**src/rtl/cnn_avgp_border_norm_pkg.sv**
```systemverilog
`default_nettype none
// ============================================================================
// Module      : cnn_avgp_border_norm_pkg
// Description : Shared definitions for the average-pooling border
//               normalisation stage: position-class encodings and a counter
//               width helper used by the position counter.
// Revision    : 1.0 - initial release
// ============================================================================
package cnn_avgp_border_norm_pkg;

    // Position class of a pixel inside a zero-padded 3x3 window plane
    localparam logic [1:0] CLS_INTERIOR = 2'd0;
    localparam logic [1:0] CLS_EDGE     = 2'd1;
    localparam logic [1:0] CLS_CORNER   = 2'd2;

    // Counter width for a range of n positions ($clog2(n)), never below 1
    // bit so that a single-channel build still gets a legal vector.
    function automatic int cnt_width(input int n);
        return (n > 1) ? $clog2(n) : 1;
    endfunction

endpackage : cnn_avgp_border_norm_pkg
`default_nettype wire

```
**src/rtl/cnn_avgp_border_norm_pos_counter.sv**
```systemverilog
`default_nettype none
// ============================================================================
// Module      : avgp_pos_counter
// Description : Column/row/channel position tracker for a channel-planar
//               raster stream. Classifies the pixel currently presented on
//               i_valid as interior, edge or corner of its plane and flags the
//               last pixel of the last channel. Reusable by any padded-window
//               stage.
// Ports       : clk     - clock, rising edge
//               rst     - synchronous active-high reset
//               i_valid - current pixel qualifier, advances the counters
//               o_cls   - class of the current pixel (CLS_* encoding)
//               o_last  - current pixel is (ch=C-1, row=H-1, col=W-1)
// Revision    : 1.0 - initial release
// ============================================================================
module avgp_pos_counter
    import cnn_avgp_border_norm_pkg::*;
#(
    parameter int IMAGE_WIDTH  = 16,
    parameter int IMAGE_HEIGHT = 16,
    parameter int CHANNEL_NUM  = 512
) (
    input  logic       clk,
    input  logic       rst,
    input  logic       i_valid,
    output logic [1:0] o_cls,
    output logic       o_last
);

    localparam int c_col_w = cnt_width(IMAGE_WIDTH);
    localparam int c_row_w = cnt_width(IMAGE_HEIGHT);
    localparam int c_ch_w  = cnt_width(CHANNEL_NUM);

    localparam logic [c_col_w-1:0] c_col_last = c_col_w'(IMAGE_WIDTH - 1);
    localparam logic [c_row_w-1:0] c_row_last = c_row_w'(IMAGE_HEIGHT - 1);
    localparam logic [c_ch_w-1:0]  c_ch_last  = c_ch_w'(CHANNEL_NUM - 1);

    logic [c_col_w-1:0] r_col;
    logic [c_row_w-1:0] r_row;
    logic [c_ch_w-1:0]  r_ch;

    logic w_col_wrap;
    logic w_row_wrap;
    logic w_ch_wrap;
    logic w_row_edge;
    logic w_col_edge;

    assign w_col_wrap = (r_col == c_col_last);
    assign w_row_wrap = (r_row == c_row_last);
    assign w_ch_wrap  = (r_ch  == c_ch_last);

    always_ff @(posedge clk) begin
        if (rst) begin
            r_col <= '0;
            r_row <= '0;
            r_ch  <= '0;
        end else if (i_valid) begin
            if (w_col_wrap) begin
                r_col <= '0;
                if (w_row_wrap) begin
                    r_row <= '0;
                    // Frames run back to back: the channel counter simply
                    // wraps and the next pixel is (ch0,row0,col0).
                    r_ch  <= w_ch_wrap ? '0 : r_ch + 1'b1;
                end else begin
                    r_row <= r_row + 1'b1;
                end
            end else begin
                r_col <= r_col + 1'b1;
            end
        end
    end

    // Classification uses the counter values before this pixel's increment
    assign w_row_edge = (r_row == '0) || w_row_wrap;
    assign w_col_edge = (r_col == '0) || w_col_wrap;

    always_comb begin
        o_cls = CLS_INTERIOR;
        if (w_row_edge && w_col_edge) begin
            o_cls = CLS_CORNER;
        end else if (w_row_edge || w_col_edge) begin
            o_cls = CLS_EDGE;
        end
    end

    assign o_last = w_col_wrap && w_row_wrap && w_ch_wrap;

endmodule : avgp_pos_counter
`default_nettype wire

```
**src/rtl/cnn_avgp_border_norm.sv**
```systemverilog
`default_nettype none
// ============================================================================
// Module      : cnn_avgp_border_norm
// Description : Border normalisation after a zero-padded 3x3 stride-1 average
//               pool. The incoming value is sum/9 everywhere; edges are
//               rescaled by 9/6 and corners by 9/4 so each output is the mean
//               of in-image pixels only. Shift-add only, 2-cycle latency,
//               1 pixel/cycle, no backpressure.
// Ports       : clk        - clock, rising edge
//               reset      - synchronous active-high reset
//               valid_in   - pxl_in qualifier (gaps allowed)
//               pxl_in     - zero-padded 3x3 average
//               pxl_out    - border-normalised average (held when idle)
//               valid_out  - pxl_out qualifier
//               frame_done - pulse with valid_out of the frame's last pixel
// Options     : AVGP_NORM_SAT_EN - when defined, results saturate to the
//               signed DATA_WIDTH range; otherwise they wrap (truncate).
// Revision    : 1.0 - initial release
// ============================================================================
module cnn_avgp_border_norm
    import cnn_avgp_border_norm_pkg::*;
#(
    parameter int DATA_WIDTH   = 16,
    parameter int FRAC_BITS    = 8,
    parameter int IMAGE_WIDTH  = 16,
    parameter int IMAGE_HEIGHT = 16,
    parameter int CHANNEL_NUM  = 512
) (
    input  logic                  clk,
    input  logic                  reset,
    input  logic                  valid_in,
    input  logic [DATA_WIDTH-1:0] pxl_in,
    output logic [DATA_WIDTH-1:0] pxl_out,
    output logic                  valid_out,
    output logic                  frame_done
);

    // Elaboration-time sanity: the border classes need at least two rows and
    // columns, and the fixed-point format must leave room for the sign.
    if (IMAGE_WIDTH < 2 || IMAGE_HEIGHT < 2 || FRAC_BITS >= DATA_WIDTH) begin : g_param_chk
        $error("cnn_avgp_border_norm: illegal parameter combination");
    end

`ifdef AVGP_NORM_SAT_EN
    // Worst case is a corner: 2.25 * full scale needs two guard bits
    localparam int c_ext_w = DATA_WIDTH + 2;
`else
    // Wrapping result only needs the low bits; shift-add modulo 2^DW gives
    // exactly the same low bits as the extended computation.
    localparam int c_ext_w = DATA_WIDTH;
`endif

    // ------------------------------------------------------------------------
    // Position tracking
    // ------------------------------------------------------------------------
    logic [1:0] w_cls;
    logic       w_last;

    avgp_pos_counter #(
        .IMAGE_WIDTH  (IMAGE_WIDTH),
        .IMAGE_HEIGHT (IMAGE_HEIGHT),
        .CHANNEL_NUM  (CHANNEL_NUM)
    ) u_pos_counter (
        .clk     (clk),
        .rst     (reset),
        .i_valid (valid_in),
        .o_cls   (w_cls),
        .o_last  (w_last)
    );

    // ------------------------------------------------------------------------
    // Stage 1: capture pixel, class and last flag
    // ------------------------------------------------------------------------
    logic                         r_s1_valid;
    logic signed [DATA_WIDTH-1:0] r_s1_pxl;
    logic [1:0]                   r_s1_cls;
    logic                         r_s1_last;

    // ------------------------------------------------------------------------
    // Stage 2 arithmetic: y = x, x + x/2, or 2x + x/4 (floor shifts)
    // ------------------------------------------------------------------------
    logic signed [c_ext_w-1:0]    w_x;
    logic signed [c_ext_w-1:0]    w_half;
    logic signed [c_ext_w-1:0]    w_quarter;
    logic signed [c_ext_w-1:0]    w_y;
    logic [DATA_WIDTH-1:0]        w_res;

    assign w_x       = c_ext_w'(r_s1_pxl);
    assign w_half    = w_x >>> 1;
    assign w_quarter = w_x >>> 2;

    always_comb begin
        w_y = w_x;
        case (r_s1_cls)
            CLS_EDGE:   w_y = w_x + w_half;
            CLS_CORNER: w_y = (w_x <<< 1) + w_quarter;
            default:    w_y = w_x;
        endcase
    end

`ifdef AVGP_NORM_SAT_EN
    localparam logic signed [c_ext_w-1:0] c_sat_max = {3'b000, {(DATA_WIDTH-1){1'b1}}};
    localparam logic signed [c_ext_w-1:0] c_sat_min = {3'b111, {(DATA_WIDTH-1){1'b0}}};

    always_comb begin
        w_res = w_y[DATA_WIDTH-1:0];
        if (w_y > c_sat_max) begin
            w_res = c_sat_max[DATA_WIDTH-1:0];
        end else if (w_y < c_sat_min) begin
            w_res = c_sat_min[DATA_WIDTH-1:0];
        end
    end
`else
    assign w_res = w_y;
`endif

    // ------------------------------------------------------------------------
    // Pipeline registers
    // ------------------------------------------------------------------------
    logic [DATA_WIDTH-1:0] r_pxl_out;
    logic                  r_valid_out;
    logic                  r_frame_done;

    always_ff @(posedge clk) begin
        if (reset) begin
            r_s1_valid   <= 1'b0;
            r_s1_pxl     <= '0;
            r_s1_cls     <= CLS_INTERIOR;
            r_s1_last    <= 1'b0;
            r_pxl_out    <= '0;
            r_valid_out  <= 1'b0;
            r_frame_done <= 1'b0;
        end else begin
            r_s1_valid <= valid_in;
            if (valid_in) begin
                r_s1_pxl  <= $signed(pxl_in);
                r_s1_cls  <= w_cls;
                r_s1_last <= w_last;
            end
            r_valid_out  <= r_s1_valid;
            r_frame_done <= r_s1_valid && r_s1_last;
            // Output data is held across idle cycles
            if (r_s1_valid) begin
                r_pxl_out <= w_res;
            end
        end
    end

    assign pxl_out    = r_pxl_out;
    assign valid_out  = r_valid_out;
    assign frame_done = r_frame_done;

endmodule : cnn_avgp_border_norm
`default_nettype wire

```
**config.mk**
```make
export PLATFORM = sky130hd
export DESIGN_NAME = cnn_avgp_border_norm
export DESIGN_NICKNAME = d
export VERILOG_FILES = /design/src/rtl/cnn_avgp_border_norm_pkg.sv /design/src/rtl/cnn_avgp_border_norm_pos_counter.sv /design/src/rtl/cnn_avgp_border_norm.sv
export SDC_FILE = /design/constraint.sdc
export NUM_CORES = 1
export LEC_CHECK = 0
export CAP_MARGIN = 20
export CORE_MARGIN = 1
export CORE_UTILIZATION = 38
export DETAILED_ROUTE_END_ITERATION = 8
export GPL_ROUTABILITY_DRIVEN = 0
export PLACE_DENSITY_LB_ADDON = 0.15
export SYNTH_ARGS = -nofsm -noshare
export SYNTH_HDL_FRONTEND = slang
export SYNTH_SLANG_ARGS = --single-unit
export TNS_END_PERCENT = 5
```
**constraint.sdc**
```tcl
create_clock -name clk -period 6.1 [get_ports clk]
set_input_delay 1.22 -clock clk [delete_from_list [all_inputs] [get_ports clk]]
set_output_delay 1.22 -clock clk [all_outputs]
set_load 0.01 [all_outputs]
```
### After elaboration in Yosys (flattened, before gate mapping)

Cells that the tools add are included.
W data, S select, Z words.

* memory bits (read-only): 0
* memories: 0
* memory bits (writable): 0
* input bits: 19
* latch bits: 0
* bits in registers: 55
* output and inout bits: 18

* order comparisons: 0
* mux-type cells: 6
* bitwise operators: 0
* reduce and logical (&&, ||, !) cells: 11
* shift operators: 0
* equality and inequality tests: 5
* $add $sub $neg: 5
* divide/modulo/power cells: 0
* multipliers: 0

Operators by type and width (number)
* $pmux W16 S2: 1
* $add A16 B14 Y16: 1
* $add A16 B15 Y16: 1
* $add A9 B1 Y9 const B: 1
* $eq A9 B9 Y1 const B: 1
* $mux W9: 1
* $add A4 B1 Y4 const B: 2
* $eq A4 B4 Y1 const B: 2
* $logic_not A4 Y1: 2
* $mux W4: 2
* $logic_and A1 B1 Y1: 4
* $logic_or A1 B1 Y1: 3
* $reduce_and A3 Y1: 1
* $eq A2 B1 Y1 const B: 1
* $eq A2 B2 Y1 const B: 1
* $mux W2: 1
* $reduce_and A2 Y1: 1
* $mux W1: 1

### Depth between registers and ports, before layout

Gate-level depths: netlist of the first run.

* word-level depth: 5
* mapped depth: 10

### Hierarchy

A second synthesis of the first run with hierarchy kept.

* cells, all modules: 477
* area total of the unflattened synthesis: 3961.3 um^2

Modules (own cells, without submodules)
* cnn_avgp_border_norm: cells each 365, sequential area each 760.7 um^2, times used 1, area each 3042.9 um^2
* avgp_pos_counter: cells each 112, sequential area each 340.3 um^2, times used 1, area each 918.4 um^2

### Worst setup path after synthesis of the first run

OpenSTA, ideal clock, no wires.

* kind: input -> register
* start: in valid_in
* end: reg u_pos_counter.r_ch[5]
* data arrival time: 2.501 ns
* stages: 8
* path buffers: 2
* setup time: 0.070 ns
* setup slack: 3.529 ns
* cell sequence: buf_2 and4_1 buf_2 nand2_2 nor2_4 nand4_1 or3_1 a21oi_1

* word-level cells in the longest chain between the ends: 1

RTL lines
* start: declaration: RTL line cnn_avgp_border_norm.sv:31 `input logic valid_in,`
* $reduce_and A3 Y1 (no source line)
* end signal: assignment: RTL line cnn_avgp_border_norm_pos_counter.sv:64 `r_ch <= w_ch_wrap ? '0 : r_ch + 1'b1;`
* end: declaration: RTL line cnn_avgp_border_norm_pos_counter.sv:40 `logic [c_ch_w-1:0] r_ch;`

No other way between the ends.
A chain may end at the register's enable or synchronous reset.

### Final worst setup path of the first run

Ends and elaborated chain as after synthesis.

==> summary.md, run 1 <==
| Metric | Value |
|---|---|
| Status | `finished clean` |
| Vias in the first global route | `2920` |
| Starting Density | `39.7%` |
| Clk_skew | `0.00924 ns` |
| Synth async-reset ratio | `0%` |
| Startpoint types | `primary input` |
| Overall Global Routing Usage | `17.8%` |
| Sw Ratio | `28.3%` |
| Core area | `9370 um^2` |
| NumNets Final | `532` |
| Gr ovfl total | `0` |
| Wire per inst | `approximately 14 um` |
| Clock Path Buffers | `2` |
| Ant. Diodes | `0` |
| Post-DRT Antenna Nets | `0` |
| # IOs | `37` |
| Vias | `approximately 3100` |
| Crit Path Class | `in -> reg` |
| Max-cap violations | `0` |
| Placed inst area | `about 4200 um^2` |
| Cts repair resizes | `0` |
| Post-CTS Hold Fix Bufs | `0` |
| Total CTS buffers | `5` |
| Crit-path max FO | `25` |
| Largest net degree at the start of global routing | `48` |
| Hold/Removal Path Class | `reg -> reg` |
| Share of cells above drive strength 1 | `~4%` |
| Tcrit/Tclk final | `53.3%` |
| Synth Instances | `446` |
| Cell Area, Synth | `3720 um^2` |
| TNS Setup | `0 ns` |
| Max frequency | `307 MHz` |
| Synth top cells by count | `dfxtp_1, nor2_1, nand2_1` |
| Slowest Stage Delay on Critical Path | `0.46 ns` |
| Rows | `35` |
| Setup-failing EPs final | `0` |
| Area of the multi-input gates | `2480 um^2` |
| Synth unique cells | `52` |
| Delay-heaviest family, CP | `simple AND/OR/NAND/NOR gates` |
| H-tree depth | `2` |
| Ranking of synthesized cells by area | `dfxtp_1, ha_1, mux2i_1` |
| Worst skew pair latency | `0.31 ns` |
| Combinational share of power | `a little under a quarter` |
| Worst Tran Pin Value | `0.891 ns` |
| Reg area | `between 1000 and 1500 um^2` |
| FILL cells | `933` |
| Max Slew Vio Count | `0` |
| Syn avg cell area | `between 8 and 9 um^2` |
| Synthesized flop and latch total | `55` |
| Cells along the critical path | `clkdlybuf4s50_1, buf_4, and4_1, nand2_2, nor2_4, nand4_1, or3_1, a21oi_1` |
| PortBufs | `36` |
| Sequential power share | `45.3%` |
| Clock root buffer | `clkbuf_8` |
| Final wirelength | `around 8600 um` |
| Worst Path Buf+Inv | `2` |
| Iteration-0 DRC count of the detailed router | `166` |
| Register area share after synthesis | `29.6%` |
| Ys flop type | `dfxtp_1` |
| CP required | `around 6.3 ns` |
| CTS clock-pin slew for the worst setup and hold paths | `0.10 ns` |
| P_int | `approximately 0.63 mW` |
| CTS tree | `done` |
| P_sw | `0.249 mW` |
| CP arrival | `between 3 and 4 ns` |
| Avg Vias per Cell | `roughly 5.2` |
| Syn nets | `505` |
| Yosys top cell area share | `29.6%` |
| Die Footprint | `~10000 um^2` |
| Post-CTS setup buffer count | `0` |
| Drt first pass iters | `4` |
| Global-route wire length before repair | `approximately 14000 um` |
| Final hold vios | `0` |
| Fin area | `4320 um^2` |
| P per Cell Area | `203 nW/um^2` |
| Crit-path slowest cell | `clkdlybuf4s50_1` |
| Unrepaired setup endpoints after global routing | `false` |
| Peak supply drop | `0.107 mV` |
| DRC viols | `0` |
| P&R area growth vs syn | `16.1%` |
| Top-count cell post-synth | `dfxtp_1` |
| Leading area contributor after synthesis | `dfxtp_1` |
| HPWL after DPL | `6530 um` |
| Yosys warning count | `0` |
| Power share of the clock group | `32.1%` |
| CP Capture Type | `flop` |
| EDFF count, synth | `0` |
| Leak | `1.79 nW` |
| DIE HEIGHT | `between 100 and 150 um` |
| Die Width | `101 um` |
| Antenna violations before repair | `0` |
| Crit path time final | `3.25 ns` |
| Relative slew margins | `40.6%` |
| Clock sinks | `55` |
[cell families (layout without fill, tap and decap cells)]
family | after synthesis | count (layout) | share of synthesized area [%]
AND/OR/NAND/NOR | 137 | 137 | 17.2
buffers and inverters | 37 | 65 | 3.83
flip-flops | 55 | 55 | 29.6
XOR/XNOR | 30 | 30 | 7.05
multiplexers | 24 | 24 | 6.45
AO/OA/AOI/OAI | 123 | 123 | 22.0
adder cells (fa/ha/maj) | 40 | 40 | 13.8
[worst paths after layout]
| kind | startpoint | endpoint | slack [ns] | cells after the start |
|---|---|---|---|---|
| worst min-delay path | u_pos_counter.r_ch[8] | u_pos_counter.r_ch[8] | 0.47 | 2 |
| worst min register to register | u_pos_counter.r_ch[8] | u_pos_counter.r_ch[8] | 0.47 | 2 |
| worst max register to register | r_s1_pxl[1] | pxl_out[12] | 3.39 | 9 |
| worst max-delay path | valid_in | u_pos_counter.r_ch[5] | 2.85 | 8 |
[worst register-to-register path, delay by kind of cell (launching register included)]
kind	cells	cell delay, ns
fa+ha+maj	2	0.66
xor+xnor	1	0.17
flops	1	0.41
simple gates	1	0.08
compound gates	5	1.25
[cell type report]
| cell class | instances | share of cell area [%] |
|---|---|---|
| Multi-Input combinational cell | 354 | 57.4 |
| Tap cell | 129 | 3.73 |
| Sequential cell | 55 | 25.5 |
| Clock buffer | 6 | 1.68 |
| Inverter | 19 | 1.65 |
| Timing Repair Buffer | 38 | 8.68 |
| Clock inverter | 2 | 1.39 |
[registers in the layout, summed over array words and instances, names as in the netlist]
name / count
r_s1_pxl: 16
r_s1_valid: 1
u_pos_counter.r_ch: 9
valid_out: 1
u_pos_counter.r_row: 4
r_s1_cls: 2
pxl_out: 16
r_s1_last: 1
frame_done: 1
u_pos_counter.r_col: 4
[metrics by stage]
step | power, mW | std cells | worst slack, ns | utilization [%] | hold slack (ns)
after detailed placement | 0.605 | 595 | 2.57 | 44.7 | 0.444
after floorplan | 0.541 | 446 | 3.53 | - | 0.431
after global placement | 0.604 | 595 | 2.65 | 44.7 | 0.450
after CTS | 0.888 | 603 | 2.87 | 46.1 | 0.468
after global routing | 0.927 | 603 | 2.70 | 46.1 | 0.502
final | 0.880 | 603 | 2.85 | 46.1 | 0.468
[cell usage in the layout (no fill, tap or decap), drive strengths merged, types with 5 or more instances in the layout]
master	netlist	layout
inv	19	19
xnor2	16	16
nand2b	7	7
ha	38	38
nand3	5	5
nor2	49	49
o21bai	5	5
nor3	9	9
xor2	14	14
dfxtp	55	55
nand2	40	40
a211oi	7	7
mux2i	24	24
nand3b	8	8
a221oi	7	7
o21ai	31	31
clkdlybuf4s50	0	36
nand4	5	5
a21o	10	10
clkbuf	11	6
a21oi	37	37
[metal layers]
| metal | up-vias | global-route usage, % | share of wire [%] |
|---|---|---|---|
| li1 | 1652 | - | - |
| met4 | 0 | 5.46 | 2.0 |
| met1 | 1413 | 24.6 | 50 |
| met2 | 63 | 28.4 | 44 |
| met3 | 15 | 2.64 | 3.5 |
| met5 | - | 0 | 0 |
[power by group through the flow]
stage                     Clock (mW)  Combinational [mW]  Sequential, mW
after floorplan                    0               0.141           0.400
after global placement             0               0.197           0.407
after detailed placement           0               0.198           0.407
after CTS                      0.290               0.199           0.399
after global routing           0.302               0.223           0.401
final                          0.282               0.199           0.399
No activity file was read; power rests on OpenSTA's default activity.
==> run 2: changes to the inputs <==
- clock period: 6.1 -> 3 ns (I/O delays scaled with it)
==> run 2 against run 1 <==
  * Core utilization barely moved
  * Sequential share of layout area barely moved
  * Setup slack got worse by 2.4 ns
  * Register-to-register slack got worse by 3.0 ns
  * Non-clock buffer count rose by 2
  * Cell area barely moved
  * Sequential power rose by 100%
  * Critical endpoint is now pxl_out[14]
  * Largest power group unchanged
==> summary.md, run 2 (synthesized netlist as in run 1, its figures left out) <==
| Metric | Value |
|---|---|
| Worst skew pair latency | `0.30 ns (was 0.31 ns)` |
| Cts repair resizes | `0 (unchanged)` |
| Max Slew Vio Count | `0 (unchanged)` |
| Die Footprint | `10200 um^2 (unchanged)` |
| CP arrival | `2.81 ns (was 3.50 ns)` |
| Fin area | `4320 um^2 (about the same)` |
| Worst reg2reg path depth | `9 (unchanged)` |
| Total CTS buffers | `5 (unchanged)` |
| Crit-path slowest cell | `dfxtp_1 (was clkdlybuf4s50_1)` |
| Setup-failing EPs final | `0 (unchanged)` |
| Post-Place Worst Slack | `0.448 ns (was 2.57 ns)` |
| Gr ovfl total | `0 (unchanged)` |
| Peak supply drop | `0.244 mV (was 0.107 mV)` |
| Hold/Removal Path Class | `reg -> reg (unchanged)` |
| Cells after DPL | `597 (was 595)` |
| Hold_ws | `0.467 ns (was 0.468 ns)` |
| Avg Vias per Cell | `5.29 (was 5.21)` |
| M1 wire length | `4310 um (was 4330 um)` |
| P per Cell Area | `400 nW/um^2 (was 203 nW/um^2)` |
| Largest net degree at the start of global routing | `47 (was 48)` |
| Clock sinks | `55 (unchanged)` |
| Fin cells | `605 (was 603)` |
| Post-CTS Hold Fix Bufs | `0 (unchanged)` |
| Most common cell after layout, fill and taps aside | `dfxtp_1 (unchanged)` |
| Global-route wire length before repair | `14600 um (was 14300 um)` |
| NumNets Final | `534 (was 532)` |
| PortBufs | `36 (unchanged)` |
| Post-DRT Antenna Nets | `0 (unchanged)` |
| Crit Path Class | `reg -> reg (was in -> reg)` |
| Cells along the critical path | `ha_1, fa_1, a21oi_1, o21ai_1, a31oi_1, a21oi_1, mux2i_1, a21oi_1, a211oi_1 (was clkdlybuf4s50_1, buf_4, and4_1, nand2_2, nor2_4, nand4_1, or3_1, a21oi_1)` |
| Drt first pass iters | `4 (unchanged)` |
| Core area | `9370 um^2 (unchanged)` |
| Worst Tran Pin Value | `0.925 ns (was 0.891 ns)` |
| Vias | `3203 (was 3143)` |
| Share of cells above drive strength 1 | `4.62% (was 4.01%)` |
| H-tree depth | `2 (unchanged)` |
| TNS Setup | `0 ns (unchanged)` |
| Most frequent cells in the layout | `dfxtp_1, nor2_1, nand2_1 (unchanged)` |
| Crit-path max FO | `6 (was 25)` |
| Most frequent CP cell | `a21oi_1` |
| Final hold vios | `0 (unchanged)` |
| Hold depth | `2 (unchanged)` |
| Leak | `1.79 nW (about the same)` |
| CP required | `3.21 ns (was 6.34 ns)` |
| DRC viols | `0 (unchanged)` |
| Worst Path Buf+Inv | `0 (was 2)` |
| Max frequency | `around 380 MHz` |
| Relative slew margins | `38.3% (was 40.6%)` |
| Status | `finished clean (unchanged)` |
| Clock Path Buffers | `2 (unchanged)` |
| Slowest Stage Delay on Critical Path | `0.40 ns (was 0.46 ns)` |
| Starting Density | `39.7% (unchanged)` |
| Wire per inst | `14.8 um (was 14.3 um)` |
| Vias in the first global route | `2957 (was 2920)` |
| Top layer in use | `met4 (unchanged)` |
| Delay-heaviest family, CP | `compound AO/OA/AOI/OAI gates (was simple AND/OR/NAND/NOR gates)` |
| CTS clock-pin slew for the worst setup and hold paths | `0.11 ns (was 0.10 ns)` |
| HPWL after DPL | `6670 um (was 6530 um)` |
| Post-CTS setup buffer count | `0 (unchanged)` |
| Final worst slack | `0.399 ns (was 2.85 ns)` |
| R2R Setup Slk | `0.40 ns (was 3.39 ns)` |
| Stages on worst setup path | `9 (was 8)` |
| Routed wl met3 | `395 um (was 301 um)` |
| Max-cap violations | `0 (unchanged)` |
| Placed inst area | `4210 um^2 (was 4190 um^2)` |
| Ant. Diodes | `0 (unchanged)` |
| Unrepaired setup endpoints after global routing | `false (unchanged)` |
| Iteration-0 DRC count of the detailed router | `131 (was 166)` |
| DIE HEIGHT | `101 um (unchanged)` |
| Clock root buffer | `clkbuf_8 (unchanged)` |
| Die Width | `101 um (unchanged)` |
| Tcrit/Tclk final | `approximately 87%` |
| Startpoint types | `flop (was primary input)` |
| CP Capture Type | `flop (unchanged)` |
| P&R area growth vs syn | `16.0% (was 16.1%)` |
| Rows | `35 (unchanged)` |
| CTS tree | `done (unchanged)` |
| Final wirelength | `8930 um (was 8610 um)` |
| Crit path time final | `2.60 ns` |
| Overall Global Routing Usage | `18.1% (was 17.8%)` |
| Routed length on met2 | `4160 um (was 3810 um)` |
| Antenna violations before repair | `0 (unchanged)` |
| Clk_skew | `0.00638 ns (was 0.00924 ns)` |
| # IOs | `37 (unchanged)` |
[run 2: cell types whose count changed in the layout (fill, tap and decap cells not counted)]
cell	change
buf_4	+2
bufinv_16	-1
clkbuf_1	-1
clkinvlp_4	+1
inv_6	+1
[run 2: report_power, final]
| part | total (mW) | switching, mW | internal, mW | leakage, nW |
|---|---|---|---|---|
| Clock | 0.509 | 0.257 | 0.252 | 0.0548 |
| Combinational | 0.415 | 0.227 | 0.188 | 1.29 |
| Sequential | 0.805 | 0.0414 | 0.763 | 0.449 |
[run 2: per-stage QoR]
step / total power [mW] / utilization, %
2_1_floorplan: 1.10 / -
3_3_place_gp: 1.23 / 44.9
5_1_grt: 1.82 / 46.1
6_report: 1.73 / 46.1
3_5_place_dp: 1.24 / 44.9
4_1_cts: 1.75 / 46.1
[run 2: worst min-delay path, stage by stage, from the launching register on]
cell	delay, ns
dfxtp_1	0.33
nand2_1	0.05
a21oi_1	0.05
[run 2: path summary, 6_finish.rpt]
check,from,endpoint
worst max-delay path,r_s1_pxl[1],pxl_out[14]
worst min-delay path,u_pos_counter.r_ch[8],u_pos_counter.r_ch[8]
worst min register to register,u_pos_counter.r_ch[8],u_pos_counter.r_ch[8]
worst max register to register,r_s1_pxl[1],pxl_out[14]
[run 2: area by class of cell]
type / count / area (um^2)
timing repair buffer: 40 / 390
sequential: 55 / 1100
tap: 129 / 161
inverter: 19 / 71.3
clock inverter: 3 / 46.3
multi-input combinational: 354 / 2480
clock buffer: 5 / 68.8
fill: 964 / 5050
[run 2: metal layers]
layer,vias to the layer above,global-route usage (%)
met3,5,2.84
met4,0,2.79
li1,1654,-
met5,-,0
met2,66,30.7
met1,1478,24.6
==> run 3: changes to the inputs <==
- CORE_UTILIZATION: 38 -> 40
- SLEW_MARGIN: unset -> 20
==> run 3 against run 2 <==
  * The run now ends with DRC left
  * Highest routed layer unchanged
  * Clock skew increased by 0.0026 ns
  * Non-clock buffer count increased by 1
  * First-iteration DRC count increased by 4.6%
  * Sequential power about the same
  * Largest cell class unchanged
  * Register-to-register slack improved by 0.03 ns
  * Setup slack improved by 0.034 ns
==> summary.md, run 3 (synthesized netlist as in run 1, its figures left out) <==
| Metric | Value |
|---|---|
| Reg-to-reg endpoint | `pxl_out[12] (was pxl_out[14])` |
| Hold_ws | `0.473 ns (was 0.467 ns)` |
| Worst Tran Pin Value | `0.977 ns (was 0.925 ns)` |
| Crit Path Class | `reg -> reg (unchanged)` |
| Cts repair resizes | `0 (unchanged)` |
| CP Capture Type | `flop (unchanged)` |
| Rows | `34 (was 35)` |
| CP Launch Point | `r_s1_pxl[1] (unchanged)` |
| Die Width | `98.5 um (was 101 um)` |
| R2R Setup Slk | `0.43 ns (was 0.40 ns)` |
| Avg Vias per Cell | `5.50 (was 5.29)` |
| R2r startpoint | `r_s1_pxl[1] (unchanged)` |
| CTS clock-pin slew for the worst setup and hold paths | `0.11 ns (about the same)` |
| Total CTS buffers | `5 (unchanged)` |
| Crit-path slowest cell | `dfxtp_1 (unchanged)` |
| Vias | `3218 (was 3203)` |
| PortBufs | `36 (unchanged)` |
| Post-CTS setup buffer count | `0 (unchanged)` |
| DIE HEIGHT | `98.5 um (was 101 um)` |
| Hold depth | `2 (unchanged)` |
| Post-DRT Antenna Nets | `0 (unchanged)` |
| Startpoint types | `flop (unchanged)` |
| Leak | `1.80 nW (was 1.79 nW)` |
| Final wirelength | `9090 um (was 8930 um)` |
| Peak supply drop | `0.199 mV (was 0.244 mV)` |
| Slowest Stage Delay on Critical Path | `0.40 ns (about the same)` |
| DRC viols | `4 (was 0)` |
| Worst skew pair latency | `0.32 ns (was 0.30 ns)` |
| H-tree depth | `2 (unchanged)` |
| Antenna violations before repair | `0 (unchanged)` |
| Status | `finished with violations (was finished clean)` |
| Unrepaired setup endpoints after global routing | `false (unchanged)` |
| Wire per inst | `15.5 um (was 14.8 um)` |
| HPWL after DPL | `6650 um (was 6670 um)` |
| Most common cell after layout, fill and taps aside | `dfxtp_1 (unchanged)` |
| Clk_skew | `0.00898 ns (was 0.00638 ns)` |
| Layout Utilization | `48.4% (was 46.1%)` |
| Final hold vios | `0 (unchanged)` |
| P per Cell Area | `392 nW/um^2 (was 400 nW/um^2)` |
| Global-route wire length before repair | `15400 um (was 14600 um)` |
| Failing checks | `DRC` |
| Clock sinks | `55 (unchanged)` |
| Hold endpoint | `u_pos_counter.r_ch[8] (unchanged)` |
| Crit-path max FO | `6 (unchanged)` |
| Sw Ratio | `32.9% (was 30.4%)` |
| Drt first pass iters | `6 (was 4)` |
| Clock root buffer | `clkbuf_8 (unchanged)` |
| Crit path time final | `2.57 ns (was 2.60 ns)` |
| Largest net degree at the start of global routing | `47 (unchanged)` |
| Most frequent cells in the layout | `dfxtp_1, nor2_1, nand2_1 (unchanged)` |
| Max Slew Vio Count | `0 (unchanged)` |
| # IOs | `37 (unchanged)` |
| Relative slew margins | `34.9% (was 38.3%)` |
| Iteration-0 DRC count of the detailed router | `137 (was 131)` |
| Total power draw | `1.68 mW (was 1.73 mW)` |
| Gr ovfl total | `0 (unchanged)` |
| NumNets Final | `535 (was 534)` |
| Overall Global Routing Usage | `19.9% (was 18.1%)` |
| Die Footprint | `9700 um^2 (was 10200 um^2)` |
| Launch point of the worst hold path | `u_pos_counter.r_ch[8] (unchanged)` |
| Worst Path Buf+Inv | `0 (unchanged)` |
| Combinational share of power | `25.0% (was 24.0%)` |
| Max-cap violations | `0 (unchanged)` |
| Worst reg2reg path depth | `9 (unchanged)` |
| Post-CTS Hold Fix Bufs | `0 (unchanged)` |
| CTS tree | `done (unchanged)` |
| Share of cells above drive strength 1 | `4.82% (was 4.62%)` |
| P_int | `1.13 mW (was 1.20 mW)` |
| Delay-heaviest family, CP | `compound AO/OA/AOI/OAI gates (unchanged)` |
| TNS Setup | `0 ns (unchanged)` |
| FILL cells | `892 (was 964)` |
| Setup-failing EPs final | `0 (unchanged)` |
| Core area | `8850 um^2 (was 9370 um^2)` |
| CP required | `3.20 ns (was 3.21 ns)` |
| P_sw | `0.553 mW (was 0.526 mW)` |
| Max frequency | `390 MHz (was 385 MHz)` |
| Ant. Diodes | `0 (unchanged)` |
| Sequential power share | `47.8% (was 46.5%)` |
| Vias in the first global route | `3153 (was 2957)` |
| Clock Path Buffers | `2 (unchanged)` |
| Cells along the critical path | `ha_1, fa_1, a21oi_1, o21ai_1, a31oi_1, o21ai_0, xor2_1, a221oi_1, nor3_1 (was ha_1, fa_1, a21oi_1, o21ai_1, a31oi_1, a21oi_1, mux2i_1, a21oi_1, a211oi_1)` |
| Power share of the clock group | `27.2% (was 29.4%)` |
| Tcrit/Tclk final | `85.5% (was 86.7%)` |
| Starting Density | `42.1% (was 39.7%)` |
| CP arrival | `2.77 ns (was 2.81 ns)` |
| P&R area growth vs syn | `15.0% (was 16.0%)` |
| Hold/Removal Path Class | `reg -> reg (unchanged)` |
==> run 3: area by class of cell <==
cell class / instances / area, um^2 / area share, %
Timing Repair Buffer: 41 / 398 / 9.29
Tap cell: 108 / 135 / 3.15
Clock inverter: 3 / 28.8 / 0.672
Inverter: 19 / 71.3 / 1.66
Sequential cell: 55 / 1100 / 25.7
Clock buffer: 5 / 68.8 / 1.61
Multi-Input combinational cell: 354 / 2480 / 57.9
==> run 3: worst min-delay path, delay by kind of cell (launching register included) <==
kind             cells  cell delay, ns
AO/OA/AOI/OAI        1            0.05
AND/OR/NAND/NOR      1            0.05
flip-flops           1            0.33
==> run 3: how the worst max path moves through the flow <==
stage                  end  slack (ns)  depth (start not counted)
6_report       pxl_out[12]        0.43                          9
2_1_floorplan  pxl_out[12]        0.73                          9
4_1_cts        pxl_out[12]        0.48                          9
3_5_place_dp   pxl_out[12]        0.50                          9
3_3_place_gp   pxl_out[12]        0.57                          9
5_1_grt        pxl_out[12]        0.19                          9
==> run 3: per-layer routing <==
| metal | share of wire, % | up-vias | global-route usage (%) |
|---|---|---|---|
| met5 | 0 | - | 0 |
| met4 | 1.2 | 0 | 5.28 |
| met3 | 2.8 | 8 | 2.98 |
| met2 | 47 | 43 | 34.3 |
| met1 | 49 | 1508 | 26.0 |
| li1 | - | 1659 | - |
==> run 3: through the flow <==
step                      cells  setup slack, ns  area (um^2)
after floorplan             446            0.727         3720
after global placement      577            0.566         4190
after detailed placement    577            0.497         4190
after CTS                   585            0.478         4280
after global routing        585            0.185         4280
final                       585            0.434         4280
==> run 3: power groups by stage <==
stage / Combinational [mW] / Sequential [mW] / Clock, mW
floorplan: 0.287 / 0.814 / 0
global placement: 0.415 / 0.820 / 0
detailed placement: 0.419 / 0.820 / 0
CTS: 0.420 / 0.803 / 0.472
global route: 0.467 / 0.809 / 0.500
finish: 0.419 / 0.803 / 0.456
